## src/rtl/lcv_mul_acc_pipe_if.sv

```systemverilog
// Operand and result handshake bundle for lcv_mul_acc_pipe.
// The sequencer side uses master; the MAC unit uses slave.
interface lcv_mul_acc_pipe_if #(
  parameter int A_WIDTH   = 16,
  parameter int B_WIDTH   = 16,
  parameter int ACC_WIDTH = 40,
  parameter int OUT_WIDTH = 33
);
  logic                 inp_valid;
  logic                 inp_ready;
  logic [A_WIDTH-1:0]   inp_a;
  logic [B_WIDTH-1:0]   inp_b;
  logic [ACC_WIDTH-1:0] inp_c;
  logic [1:0]           inp_mode;
  logic                 inp_last;
  logic                 outp_valid;
  logic                 outp_ready;
  logic [OUT_WIDTH-1:0] outp_data;
  logic                 outp_ovf;

  modport master (
    output inp_valid, inp_a, inp_b, inp_c, inp_mode, inp_last, outp_ready,
    input  inp_ready, outp_valid, outp_data, outp_ovf
  );

  modport slave (
    input  inp_valid, inp_a, inp_b, inp_c, inp_mode, inp_last, outp_ready,
    output inp_ready, outp_valid, outp_data, outp_ovf
  );
endinterface

```

## src/rtl/lcv_mul_acc_pipe.sv

```systemverilog
// Pipelined signed multiply-accumulate: S1 operands, S2 product, S3 aligned
// product, then accumulator update with optional saturating narrow to the output.
module lcv_mul_acc_pipe #(
  parameter int A_WIDTH   = 16,
  parameter int B_WIDTH   = 16,
  parameter int ACC_WIDTH = 40,
  parameter int OUT_WIDTH = 33,
  parameter bit SATURATE  = 1'b1
) (
  input  logic               clk,
  input  logic               rst,
  lcv_mul_acc_pipe_if.slave  io_bus
);

  localparam int P_WIDTH = A_WIDTH + B_WIDTH;

  typedef enum logic [1:0] {
    MODE_MUL  = 2'd0,
    MODE_MAC  = 2'd1,
    MODE_MSUB = 2'd2,
    MODE_LOAD = 2'd3
  } mode_t;

  localparam logic signed [ACC_WIDTH-1:0] L_OUT_MAX = ACC_WIDTH'({(OUT_WIDTH-1){1'b1}});
  localparam logic signed [ACC_WIDTH-1:0] L_OUT_MIN = ~L_OUT_MAX;

  logic w_stall;
  logic w_adv;

  logic                        r_s1_valid;
  logic signed [A_WIDTH-1:0]   r_s1_a;
  logic signed [B_WIDTH-1:0]   r_s1_b;
  logic signed [ACC_WIDTH-1:0] r_s1_c;
  mode_t                       r_s1_mode;
  logic                        r_s1_last;

  logic signed [P_WIDTH-1:0]   w_prod;
  logic                        r_s2_valid;
  logic signed [P_WIDTH-1:0]   r_s2_p;
  logic signed [ACC_WIDTH-1:0] r_s2_c;
  mode_t                       r_s2_mode;
  logic                        r_s2_last;

  logic                        r_s3_valid;
  logic signed [ACC_WIDTH-1:0] r_s3_p;
  logic signed [ACC_WIDTH-1:0] r_s3_c;
  mode_t                       r_s3_mode;
  logic                        r_s3_last;

  logic signed [ACC_WIDTH-1:0] r_acc;
  logic                        r_wrap;
  logic signed [ACC_WIDTH-1:0] w_sum;
  logic                        w_op_ovf;
  logic                        w_wrap_next;
  logic                        w_sat_hi;
  logic                        w_sat_lo;
  logic                        w_narrow_ovf;
  logic [OUT_WIDTH-1:0]        w_out;

  logic                        r_out_valid;
  logic [OUT_WIDTH-1:0]        r_out_data;
  logic                        r_out_ovf;

  // A held, unconsumed result freezes the whole pipe; ready never looks at inp_valid.
  assign w_stall          = r_out_valid && !io_bus.outp_ready;
  assign w_adv            = !w_stall;
  assign io_bus.inp_ready = w_adv;

  always_ff @(posedge clk or negedge rst) begin
    if (!rst) begin
      r_s1_valid <= 1'b0;
      r_s1_a     <= '0;
      r_s1_b     <= '0;
      r_s1_c     <= '0;
      r_s1_mode  <= MODE_MUL;
      r_s1_last  <= 1'b0;
    end else if (w_adv) begin
      r_s1_valid <= io_bus.inp_valid;
      r_s1_a     <= io_bus.inp_a;
      r_s1_b     <= io_bus.inp_b;
      r_s1_c     <= io_bus.inp_c;
      r_s1_mode  <= mode_t'(io_bus.inp_mode);
      r_s1_last  <= io_bus.inp_last;
    end
  end

  assign w_prod = P_WIDTH'(r_s1_a) * P_WIDTH'(r_s1_b);

  always_ff @(posedge clk or negedge rst) begin
    if (!rst) begin
      r_s2_valid <= 1'b0;
      r_s2_p     <= '0;
      r_s2_c     <= '0;
      r_s2_mode  <= MODE_MUL;
      r_s2_last  <= 1'b0;
    end else if (w_adv) begin
      r_s2_valid <= r_s1_valid;
      r_s2_p     <= w_prod;
      r_s2_c     <= r_s1_c;
      r_s2_mode  <= r_s1_mode;
      r_s2_last  <= r_s1_last;
    end
  end

  always_ff @(posedge clk or negedge rst) begin
    if (!rst) begin
      r_s3_valid <= 1'b0;
      r_s3_p     <= '0;
      r_s3_c     <= '0;
      r_s3_mode  <= MODE_MUL;
      r_s3_last  <= 1'b0;
    end else if (w_adv) begin
      r_s3_valid <= r_s2_valid;
      r_s3_p     <= ACC_WIDTH'(r_s2_p);
      r_s3_c     <= r_s2_c;
      r_s3_mode  <= r_s2_mode;
      r_s3_last  <= r_s2_last;
    end
  end

  // Signed overflow: operands of like sign (after negation for MSUB) giving a result of the other sign.
  always_comb begin
    w_sum       = '0;
    w_op_ovf    = 1'b0;
    w_wrap_next = r_wrap;
    case (r_s3_mode)
      MODE_MUL: begin
        w_sum       = r_s3_p + r_s3_c;
        w_op_ovf    = (r_s3_p[ACC_WIDTH-1] == r_s3_c[ACC_WIDTH-1]) &&
                      (w_sum[ACC_WIDTH-1] != r_s3_p[ACC_WIDTH-1]);
        w_wrap_next = w_op_ovf;
      end
      MODE_MAC: begin
        w_sum       = r_acc + r_s3_p;
        w_op_ovf    = (r_acc[ACC_WIDTH-1] == r_s3_p[ACC_WIDTH-1]) &&
                      (w_sum[ACC_WIDTH-1] != r_acc[ACC_WIDTH-1]);
        w_wrap_next = r_wrap | w_op_ovf;
      end
      MODE_MSUB: begin
        w_sum       = r_acc - r_s3_p;
        w_op_ovf    = (r_acc[ACC_WIDTH-1] != r_s3_p[ACC_WIDTH-1]) &&
                      (w_sum[ACC_WIDTH-1] != r_acc[ACC_WIDTH-1]);
        w_wrap_next = r_wrap | w_op_ovf;
      end
      default: begin
        w_sum       = r_s3_c;
        w_wrap_next = 1'b0;
      end
    endcase
  end

  always_comb begin
    w_sat_hi     = (w_sum > L_OUT_MAX);
    w_sat_lo     = (w_sum < L_OUT_MIN);
    w_narrow_ovf = w_sat_hi | w_sat_lo;
    w_out        = w_sum[OUT_WIDTH-1:0];
    if (SATURATE) begin
      if (w_sat_hi) begin
        w_out = L_OUT_MAX[OUT_WIDTH-1:0];
      end else if (w_sat_lo) begin
        w_out = L_OUT_MIN[OUT_WIDTH-1:0];
      end
    end
  end

  always_ff @(posedge clk or negedge rst) begin
    if (!rst) begin
      r_acc       <= '0;
      r_wrap      <= 1'b0;
      r_out_valid <= 1'b0;
      r_out_data  <= '0;
      r_out_ovf   <= 1'b0;
    end else if (w_adv) begin
      if (r_s3_valid) begin
        r_acc  <= w_sum;
        r_wrap <= r_s3_last ? 1'b0 : w_wrap_next;
      end
      // Advancing implies any held result is being consumed, so a new last beat simply replaces it.
      if (r_s3_valid && r_s3_last) begin
        r_out_valid <= 1'b1;
        r_out_data  <= w_out;
        r_out_ovf   <= w_wrap_next | w_narrow_ovf;
      end else begin
        r_out_valid <= 1'b0;
      end
    end
  end

  assign io_bus.outp_valid = r_out_valid;
  assign io_bus.outp_data  = r_out_data;
  assign io_bus.outp_ovf   = r_out_ovf;

endmodule

```

## src/flat_wrapper.sv

```systemverilog
// flat-port wrapper written by rule: the top's interface ports become plain ports
module lcv_mul_acc_pipe_flat 
#(
  parameter int A_WIDTH   = 16,
  parameter int B_WIDTH   = 16,
  parameter int ACC_WIDTH = 40,
  parameter int OUT_WIDTH = 33,
  parameter bit SATURATE  = 1'b1
)
  (clk, rst, io_bus_inp_valid, io_bus_inp_a, io_bus_inp_b, io_bus_inp_c, io_bus_inp_mode, io_bus_inp_last, io_bus_outp_ready, io_bus_inp_ready, io_bus_outp_valid, io_bus_outp_data, io_bus_outp_ovf);
  lcv_mul_acc_pipe_if #(.A_WIDTH(A_WIDTH), .B_WIDTH(B_WIDTH), .ACC_WIDTH(ACC_WIDTH), .OUT_WIDTH(OUT_WIDTH)) io_bus_i ();
  input  logic clk;
  input  logic rst;
  input wire logic [$bits(io_bus_i.inp_valid)-1:0] io_bus_inp_valid;
  input wire logic [$bits(io_bus_i.inp_a)-1:0] io_bus_inp_a;
  input wire logic [$bits(io_bus_i.inp_b)-1:0] io_bus_inp_b;
  input wire logic [$bits(io_bus_i.inp_c)-1:0] io_bus_inp_c;
  input wire logic [$bits(io_bus_i.inp_mode)-1:0] io_bus_inp_mode;
  input wire logic [$bits(io_bus_i.inp_last)-1:0] io_bus_inp_last;
  input wire logic [$bits(io_bus_i.outp_ready)-1:0] io_bus_outp_ready;
  output wire logic [$bits(io_bus_i.inp_ready)-1:0] io_bus_inp_ready;
  output wire logic [$bits(io_bus_i.outp_valid)-1:0] io_bus_outp_valid;
  output wire logic [$bits(io_bus_i.outp_data)-1:0] io_bus_outp_data;
  output wire logic [$bits(io_bus_i.outp_ovf)-1:0] io_bus_outp_ovf;
  assign io_bus_i.inp_valid = io_bus_inp_valid;
  assign io_bus_i.inp_a = io_bus_inp_a;
  assign io_bus_i.inp_b = io_bus_inp_b;
  assign io_bus_i.inp_c = io_bus_inp_c;
  assign io_bus_i.inp_mode = io_bus_inp_mode;
  assign io_bus_i.inp_last = io_bus_inp_last;
  assign io_bus_i.outp_ready = io_bus_outp_ready;
  assign io_bus_inp_ready = io_bus_i.inp_ready;
  assign io_bus_outp_valid = io_bus_i.outp_valid;
  assign io_bus_outp_data = io_bus_i.outp_data;
  assign io_bus_outp_ovf = io_bus_i.outp_ovf;
  lcv_mul_acc_pipe #(.A_WIDTH(A_WIDTH), .B_WIDTH(B_WIDTH), .ACC_WIDTH(ACC_WIDTH), .OUT_WIDTH(OUT_WIDTH), .SATURATE(SATURATE)) u_core (.clk(clk), .rst(rst), .io_bus(io_bus_i));
endmodule
```

## config.mk

```make
export PLATFORM = sky130hd
export DESIGN_NAME = lcv_mul_acc_pipe_flat
export DESIGN_NICKNAME = d
export VERILOG_FILES = /design/src/rtl/lcv_mul_acc_pipe_if.sv /design/src/rtl/lcv_mul_acc_pipe.sv /design/src/flat_wrapper.sv
export SDC_FILE = /design/constraint.sdc
export NUM_CORES = 2
export LEC_CHECK = 0
export ABC_AREA = 1
export CAP_MARGIN = 10
export CORE_MARGIN = 2
export CORE_UTILIZATION = 64
export CTS_CLUSTER_DIAMETER = 100
export CTS_CLUSTER_SIZE = 8
export DETAILED_ROUTE_END_ITERATION = 12
export MAX_ROUTING_LAYER = met4
export PLACE_DENSITY = 0.83
export SLEW_MARGIN = 15
export SYNTH_ARGS = -nofsm -noshare
export SYNTH_HDL_FRONTEND = slang
export SYNTH_SLANG_ARGS = --single-unit
```

## constraint.sdc

```tcl
create_clock -name clk -period 7.9 [get_ports clk]
set_input_delay 1.185 -clock clk [delete_from_list [all_inputs] [get_ports clk]]
set_output_delay 1.185 -clock clk [all_outputs]
set_load 0.02 [all_outputs]
```

==> results.md <==
Route:
- For this run, design rule violations remaining after detail routing come to 0.
- Dividing the detail-routed wire length by the instance count gives 20.51 um.
- For this run, the detailed router's first-pass iteration total came to 8.
- The routed layout has between 20,000 and 30,000 vias.
- The number of DRC violations after detailed-routing iteration 0 is between 2,000 and 3,000.
- The via count normalized by instance count is 5.775.
- After detailed routing, the total wire length is around 100 mm.
- The final antenna-violating net count is 0.

Final layout:
- The layout has 3,979 filler cells.
- The layout overhead on the synthesized area is 8.325%.
- The area occupied by multi-input gates is 19,590 um^2.
- The post-route netlist has under 10% of its cells at a drive strength greater than 1.
- Across the whole layout, storage elements account for 7607 um^2.
- The layout net count is 4,944.
- Leaving out fill and tap cells, the most frequent cells in the layout are sky130_fd_sc_hd__nand2_1 (1,354), sky130_fd_sc_hd__inv_1 (815), sky130_fd_sc_hd__o21ai_0 (319).
- The library cell used most frequently in the layout, excluding fill and tap cells, is sky130_fd_sc_hd__nand2_1.

Die:
- The die outline area is 50,340 um^2.
- The initialized floorplan defines 80 standard-cell rows.
- The chip width is ~220 um.
- The area of the placeable core is 47,850 um^2.
- The vertical extent of the die is 224.4 um.
- Once the floorplan was initialized, standard cells occupied between 60% and 70% of the core.
- The number of top-level pins is 115.

Yosys:
- The share of synthesized flip-flops with an asynchronous set or reset is 100.0%.
- The share of synthesized area in the top cell type comes to 24.48%.
- The count of cell types in the netlist is 53.
- The mean cell area of the mapped netlist is around 7.1 um^2.
- Ranked by total cell area, the synthesized netlist is headed by sky130_fd_sc_hd__dfrtp_1 (24%), sky130_fd_sc_hd__fa_1 (17%), sky130_fd_sc_hd__nand2_1 (16%).
- The cell accounting for the most synthesized area is sky130_fd_sc_hd__dfrtp_1.
- The Yosys step of the flow raised 0 warnings.
- After synthesis, flip-flops and latches occupy 24.48% of the total area.
- The cell count after synthesis came out at ~4,400.
- The number of nets handed over by synthesis was just under 5,000.
- The commonest register cell after synthesis is sky130_fd_sc_hd__dfrtp_1.
- The number of flops mapped to enable cells by yosys is 0.
- The number of storage elements in the synthesis netlist is 304.
- In this run the cell area of the synthesized design comes to roughly 31,000 um^2.

Clock network:
- The CTS tree is yes.
- After clock tree synthesis, the clock-pin slew on the worst setup and hold paths is ~0.060 ns.
- The number of CTS-inserted buffers is 45.
- For this design, the CTS-stage hold fixing added 0 buffers.
- Once the clock tree was built, the setup fixing pass inserted 0 buffers.
- The H-tree depth is 2.
- The later-pin clock latency in the skew report is 0.61 ns.
- The clock net in this run drives a total of 304 sinks.
- CTS placed an instance of sky130_fd_sc_hd__clkbuf_16 at the clock tree root.
- Post-CTS repair changed the size of 0 cells.
- The longest clock path from root to sink contains 3 buffers.

Worst setup path:
- The type of element launching the critical path is a flop.
- The type of element capturing the critical path is a flop.
- The critical path is of the flop to flop type.
- At the worst endpoint, the required time is about 8.4 ns.
- The data arrival at the endpoint of the critical path is 7.06 ns.
- The largest driver fanout on the critical path is 17.
- The worst register-to-register path has a depth of 18.

STA:
- The final-report setup violation count is 0.
- Derived from the worst setup path, the maximum achievable clock frequency is about 150 MHz.
- The number of pins exceeding their max-slew limit in the final report was 0.
- Counting I/O delays and the setup requirement, the final critical path takes 6.530 ns.
- The worst setup skew after layout is between 0.04 and 0.05 ns.
- Setup repair after global routing left no endpoint under its margin.
- At the pin with the least slew margin, the transition time is 1.227 ns.
- The number of hold-slack violations in the final timing report is 0.
- After routing, the total negative slack on setup checks comes to 0 ns.
- The worst pin sits at a relative slew slack of roughly 18%.
- In the finished design, the share of the clock period the worst path needs comes to a little over 80%.

Global route:
- The total congestion overflow is 0.
- The first-pass GRT wire length is 159.5 mm.
- The via count of the first global-routing pass is 29,220.
- The number of antenna violations at the first check in global routing is 2.
- The pin count of the biggest net entering global routing is 165.
- The total global routing track utilization is 42.85%.

Min path:
- The worst hold path belongs to the class flop to flop.
- Counting instances, the worst hold path has a depth of 2.

Outcome:
- The run finished with clean final reports.

Run:
- The tool flagged a number of max-cap violations equal to 0.

Place:
- The HPWL after detailed placement is 80.45 mm.
- The routability congestion estimate is roughly 1.0.
- The total of buffers placed on input and output ports is 114.
==> final timing paths <==
path,startpoint,end,slack (ns)
worst min register to register,u_core.r_s2_c[35]$_DFFE_PN0N_,u_core.r_s3_c[35]$_DFFE_PN0N_,0.46
min in group asynchronous,rst,u_core.r_s2_p[1]$_DFFE_PN0N_,0.60
max in group asynchronous,rst,u_core.r_acc[34]$_DFFE_PN0P_,5.88
worst max register to register,u_core.r_s1_b[4]$_DFFE_PN0N_,u_core.r_s2_p[29]$_DFFE_PN0N_,1.37
worst max-delay path,u_core.r_s1_b[4]$_DFFE_PN0N_,u_core.r_s2_p[29]$_DFFE_PN0N_,1.37
worst min-delay path,u_core.r_s2_c[35]$_DFFE_PN0N_,u_core.r_s3_c[35]$_DFFE_PN0N_,0.46
==> final cells by class <==
class,instances,share of cell area (%)
multi-input combinational,3078,58.18
sequential,304,22.60
inverter,837,9.354
timing repair buffer,131,3.821
clock buffer,48,3.378
tap,615,2.286
clock inverter,6,0.3679
antenna,2,0.01487
==> cell usage after synthesis (8+ instances only) <==
| cell | n |
|---|---|
| sky130_fd_sc_hd__nand4_1 | 18 |
| sky130_fd_sc_hd__nor2_2 | 19 |
| sky130_fd_sc_hd__dfrtp_1 | 304 |
| sky130_fd_sc_hd__inv_1 | 816 |
| sky130_fd_sc_hd__buf_2 | 12 |
| sky130_fd_sc_hd__or2_2 | 26 |
| sky130_fd_sc_hd__nor3_1 | 27 |
| sky130_fd_sc_hd__a21oi_2 | 22 |
| sky130_fd_sc_hd__nor2_1 | 274 |
| sky130_fd_sc_hd__a21oi_1 | 214 |
| sky130_fd_sc_hd__nand3_2 | 11 |
| sky130_fd_sc_hd__a31oi_1 | 19 |
| sky130_fd_sc_hd__xnor2_1 | 14 |
| sky130_fd_sc_hd__o22ai_1 | 10 |
| sky130_fd_sc_hd__ha_1 | 203 |
| sky130_fd_sc_hd__o21ai_0 | 319 |
| sky130_fd_sc_hd__o21bai_1 | 30 |
| sky130_fd_sc_hd__fa_1 | 265 |
| sky130_fd_sc_hd__nand2_1 | 1354 |
| sky130_fd_sc_hd__a41oi_1 | 8 |
| sky130_fd_sc_hd__clkbuf_1 | 141 |
| sky130_fd_sc_hd__nand3_1 | 139 |
| sky130_fd_sc_hd__nand2_2 | 36 |
| sky130_fd_sc_hd__xor2_1 | 9 |
| sky130_fd_sc_hd__a32oi_1 | 9 |
| sky130_fd_sc_hd__inv_2 | 15 |
==> worst max-delay path, stage by stage (launching register included) <==
cell                      delay [ns]
sky130_fd_sc_hd__dfrtp_1        0.83
sky130_fd_sc_hd__nand2_1        0.29
sky130_fd_sc_hd__fa_1           0.61
sky130_fd_sc_hd__inv_1          0.08
sky130_fd_sc_hd__fa_1           0.85
sky130_fd_sc_hd__fa_1           0.55
sky130_fd_sc_hd__fa_1           0.51
sky130_fd_sc_hd__fa_1           0.49
sky130_fd_sc_hd__inv_1          0.05
sky130_fd_sc_hd__fa_1           0.48
sky130_fd_sc_hd__inv_1          0.04
sky130_fd_sc_hd__ha_1           0.33
sky130_fd_sc_hd__a21oi_1        0.19
sky130_fd_sc_hd__o21ai_0        0.14
sky130_fd_sc_hd__a21oi_1        0.15
sky130_fd_sc_hd__nand3_1        0.18
sky130_fd_sc_hd__a31o_2         0.25
sky130_fd_sc_hd__or2_2          0.27
sky130_fd_sc_hd__a31oi_1        0.13
==> sequential cells by signal, summed over array words and instances, names as in the netlist, 2 cells and up <==
register,flops
u_core.r_s1_mode,2
u_core.r_s2_p,32
u_core.r_s1_a,16
u_core.r_s3_mode,2
u_core.r_s1_b,16
u_core.r_acc,40
u_core.r_s3_c,40
u_core.r_s2_mode,2
u_core.io_bus.outp_data,33
u_core.r_s1_c,40
u_core.r_s3_p,32
u_core.r_s2_c,40
==> cell families after synthesis <==
group	count (synthesis)	synth area share, %
AOI/OAI and AO/OA	665	11.93
xor gates and xnor gates	23	0.6482
adders and majority gates	468	25.24
buffers and inverters	1008	12.54
DFF	304	24.48
and+or+nand+nor	1922	25.16
==> through the flow <==
stage / cells / cell area (um^2) / util [%] / setup WS (ns) / hold WS [ns]
finish: 5021 / 33670 / 70.36 / 1.370 / 0.4578
global route: 5021 / 33670 / 70.36 / 1.122 / 0.4988
CTS: 5019 / 33660 / 70.35 / 1.478 / 0.4618
detailed placement: 4965 / 32400 / 67.72 / 1.530 / 0.4540
global placement: 4965 / 32400 / 67.72 / 1.728 / 0.4489
floorplan: 4390 / 31080 / - / 2.029 / 0.4422
==> metal layers <==
layer	GRT usage, %	up-vias	share of wire, %
met2	68.98	1403	47
met3	6.858	382	8.3
met4	24.03	0	6.6
met1	51.75	13780	38
li1	-	13440	-
met5	-	-	0
Power is left out: the tool's default activity adds up to more than one toggle a clock period on the data nets, which glitch-free logic cannot reach.
